`config.mk`:
```
export PLATFORM = sky130hd
export DESIGN_NAME = stage_latch_hs_flat
export DESIGN_NICKNAME = d
export VERILOG_FILES = /design/src/rtl/stage_latch_hs_if.sv /design/src/rtl/stage_latch_hs.sv /design/src/flat_wrapper.sv
export SDC_FILE = /design/constraint.sdc
export NUM_CORES = 1
export LEC_CHECK = 0
export ABC_AREA = 1
export CAP_MARGIN = 20
export CELL_PAD_IN_SITES_DETAIL_PLACEMENT = 0
export CELL_PAD_IN_SITES_GLOBAL_PLACEMENT = 1
export CORE_ASPECT_RATIO = 1.4
export CORE_MARGIN = 2
export CORE_UTILIZATION = 40
export CTS_BUF_LIST = sky130_fd_sc_hd__clkbuf_16
export DETAILED_ROUTE_END_ITERATION = 16
export GPL_ROUTABILITY_DRIVEN = 0
export MAX_ROUTING_LAYER = met4
export PLACE_DENSITY_LB_ADDON = 0.1
export SLEW_MARGIN = 15
export SYNTH_ARGS = -nofsm -noshare
export SYNTH_HDL_FRONTEND = slang
export SYNTH_SLANG_ARGS = --single-unit
```
`constraint.sdc`:
```
create_clock -name stg_clk -period 21.4 [get_ports stg_clk]
set_clock_uncertainty 0.2 [all_clocks]
set_input_delay 6.42 -clock stg_clk [delete_from_list [all_inputs] [get_ports stg_clk]]
set_output_delay 6.42 -clock stg_clk [all_outputs]
set_load 0.01 [all_outputs]
```
`src/rtl/stage_latch_hs_if.sv`:
```
// Handshake bundle between two pipeline stages: upstream side (in_*) and downstream side (out_*).
// No storage of its own; it only carries wires.
// The master modport drives in_*/out_ready; the slave modport is the stage register itself.
interface stage_latch_hs_if #(
    parameter int DATA_W = 96,
    parameter int CTRL_W = 9
);
    logic              in_valid;
    logic              in_ready;
    logic [DATA_W-1:0] in_data;
    logic [CTRL_W-1:0] in_ctrl;
    logic              out_valid;
    logic              out_ready;
    logic [DATA_W-1:0] out_data;
    logic [CTRL_W-1:0] out_ctrl;

    modport master (
        output in_valid, in_data, in_ctrl, out_ready,
        input  in_ready, out_valid, out_data, out_ctrl
    );

    modport slave (
        input  in_valid, in_data, in_ctrl, out_ready,
        output in_ready, out_valid, out_data, out_ctrl
    );
endinterface

```
`src/rtl/stage_latch_hs.sv`:
```
// Pipeline stage register with valid/ready handshake, optional 2-entry skid, flush and profiling counters.
// Latency: 1 cycle from accept to out_valid when empty; strict FIFO order.
// Backpressure: SKID=1 gives in_ready from the state register only; SKID=0 gives in_ready = ~out_valid | out_ready.
module stage_latch_hs #(
    parameter int DATA_W   = 96,
    parameter int CTRL_W   = 9,
    parameter int SKID     = 1,
    parameter int CLR_DATA = 1,
    parameter int CNT_W    = 16
) (
    input  logic             stg_clk,
    input  logic             reset,
    stage_latch_hs_if.slave  hs,
    input  logic             flush,
    input  logic             cnt_clr,
    output logic [CNT_W-1:0] stall_cnt,
    output logic [CNT_W-1:0] bubble_cnt,
    output logic [CNT_W-1:0] flush_cnt
);
    typedef enum logic [1:0] {
        EMPTY     = 2'd0,
        FULL      = 2'd1,
        SKID_FULL = 2'd2
    } state_t;

    state_t            state_q, state_d;
    logic [DATA_W-1:0] main_data_q, main_data_d;
    logic [CTRL_W-1:0] main_ctrl_q, main_ctrl_d;
    logic [DATA_W-1:0] skid_data_q, skid_data_d;
    logic [CTRL_W-1:0] skid_ctrl_q, skid_ctrl_d;
    logic [CNT_W-1:0]  stall_cnt_q, stall_cnt_d;
    logic [CNT_W-1:0]  bubble_cnt_q, bubble_cnt_d;
    logic [CNT_W-1:0]  flush_cnt_q, flush_cnt_d;
    logic              out_valid;
    logic              in_ready;
    logic              accept;
    logic              drain;

    function automatic logic [CNT_W-1:0] sat_inc(input logic [CNT_W-1:0] v);
        return (&v) ? v : v + 1'b1;
    endfunction

    assign out_valid = (state_q != EMPTY);
    assign accept    = hs.in_valid & in_ready;
    assign drain     = out_valid & hs.out_ready;

    // Ready decode: registered-only with the skid, pass-through of out_ready without it
    always_comb begin
        in_ready = 1'b1;
        if (SKID != 0) begin
            in_ready = (state_q != SKID_FULL);
        end else begin
            in_ready = ~out_valid | hs.out_ready;
        end
    end

    // Next-state and register loads; flush overrides every transfer
    always_comb begin
        state_d     = state_q;
        main_data_d = main_data_q;
        main_ctrl_d = main_ctrl_q;
        skid_data_d = skid_data_q;
        skid_ctrl_d = skid_ctrl_q;
        if (flush) begin
            state_d     = EMPTY;
            main_ctrl_d = '0;
            skid_data_d = '0;
            skid_ctrl_d = '0;
            if (CLR_DATA != 0) begin
                main_data_d = '0;
            end
        end else begin
            unique case (state_q)
                EMPTY: begin
                    if (accept) begin
                        main_data_d = hs.in_data;
                        main_ctrl_d = hs.in_ctrl;
                        state_d     = FULL;
                    end
                end
                FULL: begin
                    if (accept && drain) begin
                        main_data_d = hs.in_data;
                        main_ctrl_d = hs.in_ctrl;
                    end else if (accept) begin
                        // only reachable with SKID=1: without the skid, accept while full implies drain
                        skid_data_d = hs.in_data;
                        skid_ctrl_d = hs.in_ctrl;
                        state_d     = SKID_FULL;
                    end else if (drain) begin
                        main_ctrl_d = '0;
                        if (CLR_DATA != 0) begin
                            main_data_d = '0;
                        end
                        state_d = EMPTY;
                    end
                end
                SKID_FULL: begin
                    if (drain) begin
                        main_data_d = skid_data_q;
                        main_ctrl_d = skid_ctrl_q;
                        skid_data_d = '0;
                        skid_ctrl_d = '0;
                        state_d     = FULL;
                    end
                end
                default: begin
                    state_d = EMPTY;
                end
            endcase
        end
    end

    // Saturating profiling counters; clear wins over increment
    always_comb begin
        stall_cnt_d  = stall_cnt_q;
        bubble_cnt_d = bubble_cnt_q;
        flush_cnt_d  = flush_cnt_q;
        if (cnt_clr) begin
            stall_cnt_d  = '0;
            bubble_cnt_d = '0;
            flush_cnt_d  = '0;
        end else begin
            if (out_valid && !hs.out_ready) stall_cnt_d  = sat_inc(stall_cnt_q);
            if (!out_valid && hs.out_ready) bubble_cnt_d = sat_inc(bubble_cnt_q);
            if (flush)                      flush_cnt_d  = sat_inc(flush_cnt_q);
        end
    end

    // State, payload and counter registers
    always_ff @(posedge stg_clk or posedge reset) begin
        if (reset) begin
            state_q      <= EMPTY;
            main_data_q  <= '0;
            main_ctrl_q  <= '0;
            skid_data_q  <= '0;
            skid_ctrl_q  <= '0;
            stall_cnt_q  <= '0;
            bubble_cnt_q <= '0;
            flush_cnt_q  <= '0;
        end else begin
            state_q      <= state_d;
            main_data_q  <= main_data_d;
            main_ctrl_q  <= main_ctrl_d;
            skid_data_q  <= skid_data_d;
            skid_ctrl_q  <= skid_ctrl_d;
            stall_cnt_q  <= stall_cnt_d;
            bubble_cnt_q <= bubble_cnt_d;
            flush_cnt_q  <= flush_cnt_d;
        end
    end

    // Control bits are masked by valid so a bubble can never carry a write-enable
    assign hs.in_ready  = in_ready;
    assign hs.out_valid = out_valid;
    assign hs.out_data  = main_data_q;
    assign hs.out_ctrl  = main_ctrl_q & {CTRL_W{out_valid}};
    assign stall_cnt    = stall_cnt_q;
    assign bubble_cnt   = bubble_cnt_q;
    assign flush_cnt    = flush_cnt_q;
endmodule

```
`src/flat_wrapper.sv`:
```
// flat-port wrapper written by rule: the top's interface ports become plain ports
module stage_latch_hs_flat 
#(
    parameter int DATA_W   = 96,
    parameter int CTRL_W   = 9,
    parameter int SKID     = 1,
    parameter int CLR_DATA = 1,
    parameter int CNT_W    = 16
)
  (stg_clk, reset, flush, cnt_clr, stall_cnt, bubble_cnt, flush_cnt, hs_in_valid, hs_in_data, hs_in_ctrl, hs_out_ready, hs_in_ready, hs_out_valid, hs_out_data, hs_out_ctrl);
  stage_latch_hs_if #(.DATA_W(DATA_W), .CTRL_W(CTRL_W)) hs_i ();
  input  logic stg_clk;
  input  logic reset;
  input  logic flush;
  input  logic cnt_clr;
  output logic [CNT_W-1:0] stall_cnt;
  output logic [CNT_W-1:0] bubble_cnt;
  output logic [CNT_W-1:0] flush_cnt;
  input wire logic [$bits(hs_i.in_valid)-1:0] hs_in_valid;
  input wire logic [$bits(hs_i.in_data)-1:0] hs_in_data;
  input wire logic [$bits(hs_i.in_ctrl)-1:0] hs_in_ctrl;
  input wire logic [$bits(hs_i.out_ready)-1:0] hs_out_ready;
  output wire logic [$bits(hs_i.in_ready)-1:0] hs_in_ready;
  output wire logic [$bits(hs_i.out_valid)-1:0] hs_out_valid;
  output wire logic [$bits(hs_i.out_data)-1:0] hs_out_data;
  output wire logic [$bits(hs_i.out_ctrl)-1:0] hs_out_ctrl;
  assign hs_i.in_valid = hs_in_valid;
  assign hs_i.in_data = hs_in_data;
  assign hs_i.in_ctrl = hs_in_ctrl;
  assign hs_i.out_ready = hs_out_ready;
  assign hs_in_ready = hs_i.in_ready;
  assign hs_out_valid = hs_i.out_valid;
  assign hs_out_data = hs_i.out_data;
  assign hs_out_ctrl = hs_i.out_ctrl;
  stage_latch_hs #(.DATA_W(DATA_W), .CTRL_W(CTRL_W), .SKID(SKID), .CLR_DATA(CLR_DATA), .CNT_W(CNT_W)) u_core (.stg_clk(stg_clk), .reset(reset), .hs(hs_i), .flush(flush), .cnt_clr(cnt_clr), .stall_cnt(stall_cnt), .bubble_cnt(bubble_cnt), .flush_cnt(flush_cnt));
endmodule
```
Yosys cells after proc, flatten, opt, wreduce, memory -nomap -nowiden

Cells that the tools add are included.

Register bits after elaboration: 260
Input port bits: 111
Output and inout bits: 155

Add/subtract/negate cells: 3
Equality and inequality tests: 13
Muxes and demuxes: 36
Bitwise operators: 3
Reductions and logical operators: 21

Operators with widths:

| kind                    | count |
|---|---|
| $mux W96                | 8 |
| $pmux W96 S3            | 1 |
| $pmux W96 S2            | 1 |
| $mux W16                | 9 |
| $mux W9                 | 8 |
| $add A16 B1 Y16 const B | 3 |
| $reduce_and A16 Y1      | 3 |
| $pmux W9 S3             | 1 |
| $pmux W9 S2             | 1 |
| $mux W2                 | 6 |
| $and A9 B9 Y9           | 1 |
| $ne A3 B2 Y1 const B    | 3 |
| $ne A2 B2 Y1 const B    | 4 |
| $ne A4 B2 Y1 const B    | 2 |
| $reduce_and A4 Y1       | 2 |
| $reduce_bool A2 Y1      | 4 |
| $pmux W2 S3             | 1 |
| $reduce_and A2 Y1       | 3 |
| $reduce_and A5 Y1       | 1 |
| $ne A4 B4 Y1 const B    | 1 |
| $reduce_bool A4 Y1      | 1 |
| $logic_and A1 B1 Y1     | 3 |
| $ne A3 B3 Y1 const B    | 1 |
| $reduce_bool A3 Y1      | 1 |
| other kinds (5)         | 7 |

Depth between registers and ports, before layout

Word-level depth: 7
Gate-level depth with buffers: 14
Gate-level depth less buffers: 11

Least setup slack after synthesis

No wires, ideal clock.

Path kind: in2reg
From: input port flush
To: register u_core.main_data_q[12] (netlist: u_core.hs.out_data[12])
Arrival time: 7.451 ns
Required time: 21.134 ns
Path slack: 13.683 ns
Cell stages on the path: 7
Path buffers: 2
Cell sequence: nor2_1 > nand2_1 > nand4_4 > buf_4 > clkbuf_1 > nand2_1 > nand2_1

Longest elaborated chain between the ends: 2

RTL lines:

| what                                                  | line                  | text |
|---|---|---|
| start: declaration                                    | flat_wrapper.sv:14    | `input logic flush;` |
| $ne A4 B4 Y1 (no source line) (tied with other cells) | --                    |  |
| $reduce_and A5 Y1 (no source line)                    | --                    |  |
| end signal: assignment                                | stage_latch_hs.sv:143 | `main_data_q <= main_data_d;` |
| end: declaration                                      | stage_latch_hs.sv:27  | `logic [DATA_W-1:0] main_data_q, main_data_d;` |

Several ways; a longest one is shown, not always the timed one.
A chain may end at the register's enable or synchronous reset.

Final worst setup path

From: input port flush
To: register u_core.main_data_q[35] (netlist: u_core.hs.out_data[35])

Same word-level chain as after synthesis.

==> PnR_summary.wiki <==
{| class="wikitable"
! Metric !! Value
|-
| Run status || finished clean
|-
| Die outline area || about 0.034 mm2
|-
| Htree depth || 1
|-
| Clock latency of the later-clocked register in the worst-skew pair || between 0.5 and 0.6 ns
|-
| Number of global-route vias before repair || 11700
|-
| Slew at the pin closest to its max-slew limit || 0.914 ns
|-
| Gr ovfl total || 0
|-
| Max Slew Vio Count || 0
|-
| Maximum clock path buffer count || 3
|-
| Mapped Cells || 1781
|-
| Power per unit of standard cell area || ~120 mW/mm2
|-
| Placement row count || 77
|-
| Class of the most critical setup path || in2reg
|-
| DRT iter0 DRCs || ~740
|-
| Via density per instance || 4.96
|-
| Setup TNS || 0 ns
|-
| Initial core utilization || between 40% and 50%
|-
| Post-Syn Nets || between 1500 and 2000
|-
| Cell chosen for the clock root || sky130_fd_sc_hd__clkbuf_16
|-
| Total leakage power || roughly 8.1 nW
|-
| Distinct cell type count of the synthesized netlist || 28
|-
| Commonest non-fill, non-tap cells in the layout || 898 x sky130_fd_sc_hd__nand2_1, 265 x sky130_fd_sc_hd__clkdlybuf4s50_1, 260 x sky130_fd_sc_hd__dfrtp_1
|-
| Drc violations || 0
|-
| Number of hold buffers added after CTS || 0
|-
| Via Count || around 12000
|-
| Aggregate routed wire length || 38000 um
|-
| Wirelength per Cell || approximately 16 um
|-
| Maximum vdd ir drop || approximately 0.11 mV
|-
| Worst Path Max Fanout || 74
|-
| Max_slew headroom || between 30% and 40%
|-
| Area used by multi-input combinational logic || around 0.0057 mm2
|-
| FF+latch count, synth || between 200 and 300
|-
| Final cycle utilization of the critical path || between 40% and 50%
|-
| HPWL reported at the end of detailed placement || 23600 um
|-
| Post-CTS Repair Setup Buffers || 0
|-
| Largest net degree at the start of global routing || 123
|-
| CTS Buf Count || 28
|-
| Wire length of the first global-routing pass || between 60000 and 70000 um
|-
| Reg clk slew, reported paths || 0.06 ns
|-
| Filler cells || approximately 3100
|-
| Setup repair after global routing missed its margin || no
|-
| Worst endpoint data arrival time || 9.24 ns
|-
| Register cell area after layout || ~0.0065 mm2
|-
| All-Layer GR Usage || 23.4%
|-
| Post-synthesis instance area || roughly 0.013 mm2
|-
| Number of hold-slack violations in the final timing report || 0
|-
| Number of maximum-capacitance constraint violations || 0
|-
| Post-Synthesis Mean Instance Area || 7.25 um2
|-
| Startpoint class of the critical path || input pin
|-
| Port bufs || ~270
|-
| Critical path data required time || between 20 and 25 ns
|-
| Share of layout cells above drive strength 1 || about 3.4%
|-
| Antenna violations before repair || 7
|-
| Highest clock frequency the design can meet || between 100 and 150 MHz
|-
| Seq/Total Area, Yosys || approximately half
|-
| Most common library cell in the layout ignoring fill and taps || sky130_fd_sc_hd__nand2_1
|-
| Time the final worst path needs with I/O delays and setup || about 9.0 ns
|-
| Count of antenna-violating nets left after detailed routing || 0
|-
| Endpoint class of the critical path || register
|-
| Horizontal die dimension || 156 um
|-
| End-of-flow core utilization || 52.7%
|-
| # nets final || between 2000 and 2500
|-
| CTS resizes || 0
|-
| Final count of negative-setup-slack endpoints || 0
|-
| TritonCTS clock tree || built
|-
| Count of warnings emitted by yosys || 0
|-
| Type of the worst min-delay path || reg2reg
|-
| Number of clock sinks || 260
|-
| Area overhead of the layout relative to synthesis || 29.4%
|-
| Y dimension of the die || approximately 220 um
|-
| Number of iterations in the first detailed-routing pass || 5
|-
| Number of top-level pins || approximately 270
|-
| Placeable Area || around 0.032 mm2
|}
==> where the power goes <==
| group | internal (W) | switching, W | total (W) |
|---|---|---|---|
| combinational | 0.000299 | 0.000467 | 0.000766 |
| sequential | 0.000655 | 0.000103 | 0.000758 |
| clock | 0.000267 | 0.000202 | 0.000469 |
==> per-layer routing <==
layer / wire (um) / vias up / global-route usage (%) / part of all wire, %
li1: - / 6011 / - / -
met1: 16300 / 5585 / 29.4 / 43
met2: 18800 / 306 / 39.0 / 49
met3: 2190 / 38 / 4.50 / 5.8
met4: 687 / 0 / 5.81 / 1.8
met5: 0 / - / - / 0
==> metrics by stage <==
step	hold slack [ns]	total power (W)	instance area [um2]	setup WS [ns]	instances
floorplan	0.249	0.00118	12900	7.62	1781
global placement	0.261	0.00153	15700	11.54	2346
detailed placement	0.264	0.00154	15800	11.53	2348
CTS	0.280	0.00202	16700	12.14	2400
global route	0.297	0.00214	16700	12.22	2408
finish	0.277	0.00199	16700	12.44	2409
==> area by class of cell <==
type / count / area share [%]
sequential: 260 / 38.9
multi-input combinational: 1347 / 34.3
timing repair buffer: 279 / 16.9
clock buffer: 29 / 4.34
tap: 395 / 2.96
inverter: 68 / 1.58
clock inverter: 23 / 0.891
antenna: 8 / 0.120
==> registers in the layout (all words and copies together), names as in the netlist <==
signal and count:
u_core.bubble_cnt 16, u_core.flush_cnt 16, u_core.hs.out_data 96, u_core.main_ctrl_q 9, u_core.skid_ctrl_q 9, u_core.skid_data_q 96
u_core.stall_cnt 16, u_core.state_q 2
==> synth_stat cells <==
master	instances	share of area, %
sky130_fd_sc_hd__nand2_1	899	26
sky130_fd_sc_hd__dfrtp_1	260	50
sky130_fd_sc_hd__nand3_1	169	6.5
sky130_fd_sc_hd__o21ai_0	145	5.6
sky130_fd_sc_hd__nor2_1	75	2.2
sky130_fd_sc_hd__inv_1	66	1.9
sky130_fd_sc_hd__clkbuf_1	61	1.8
sky130_fd_sc_hd__buf_2	32	1.2
sky130_fd_sc_hd__nand4_1	14	0.68
sky130_fd_sc_hd__xor2_1	11	0.75
sky130_fd_sc_hd__buf_4	8	0.46
sky130_fd_sc_hd__o21ai_1	8	0.31
sky130_fd_sc_hd__ha_1	7	0.68
sky130_fd_sc_hd__or2_2	6	0.29
sky130_fd_sc_hd__buf_1	5	0.15
sky130_fd_sc_hd__nor3_1	2	0.077
sky130_fd_sc_hd__o21bai_1	2	0.12
sky130_fd_sc_hd__a21oi_1	1	0.039
sky130_fd_sc_hd__clkinv_1	1	0.029
sky130_fd_sc_hd__inv_2	1	0.029
sky130_fd_sc_hd__nand2_2	1	0.048
sky130_fd_sc_hd__nand3_2	1	0.077
sky130_fd_sc_hd__nand3b_1	1	0.058
sky130_fd_sc_hd__nand4_4	1	0.16
sky130_fd_sc_hd__nor2_2	1	0.048
sky130_fd_sc_hd__nor2_4	1	0.087
sky130_fd_sc_hd__o2111ai_1	1	0.068
sky130_fd_sc_hd__xnor2_1	1	0.068
==> path summary, 6_finish.rpt <==
kind	startpoint	end	slack [ns]	cells after the start
hold reg to reg	u_core.hs.out_data[19]	u_core.hs.out_data[19]	0.28	2
min in group asynchronous	reset	u_core.hs.out_data[23]	6.24	2
setup / recovery	flush	u_core.hs.out_data[35]	12.44	8
hold / removal	u_core.hs.out_data[19]	u_core.hs.out_data[19]	0.28	2
setup reg to reg	u_core.state_q[1]	u_core.skid_data_q[91]	17.98	10
max in group asynchronous	reset	u_core.hs.out_data[74]	12.64	5
==> cells by family after synthesis <==
logic type / after synthesis / share of synthesized area, %
and+or+nand+nor: 1171 / 36.4
buffers and inverters: 174 / 5.60
DFF: 260 / 50.4
xor gates and xnor gates: 12 / 0.814
adders and majority gates: 7 / 0.678
AOI/OAI and AO/OA: 157 / 6.15
==> critical path, cell delays in order <==
cell	delay (ns)
sky130_fd_sc_hd__clkdlybuf4s50_1	0.57
sky130_fd_sc_hd__inv_1	0.15
sky130_fd_sc_hd__nand3_1	0.17
sky130_fd_sc_hd__nand4_4	0.14
sky130_fd_sc_hd__nor2_4	0.65
sky130_fd_sc_hd__buf_4	0.82
sky130_fd_sc_hd__nand2_1	0.15
sky130_fd_sc_hd__nand2_1	0.10
(Power assumes the default switching activity.)
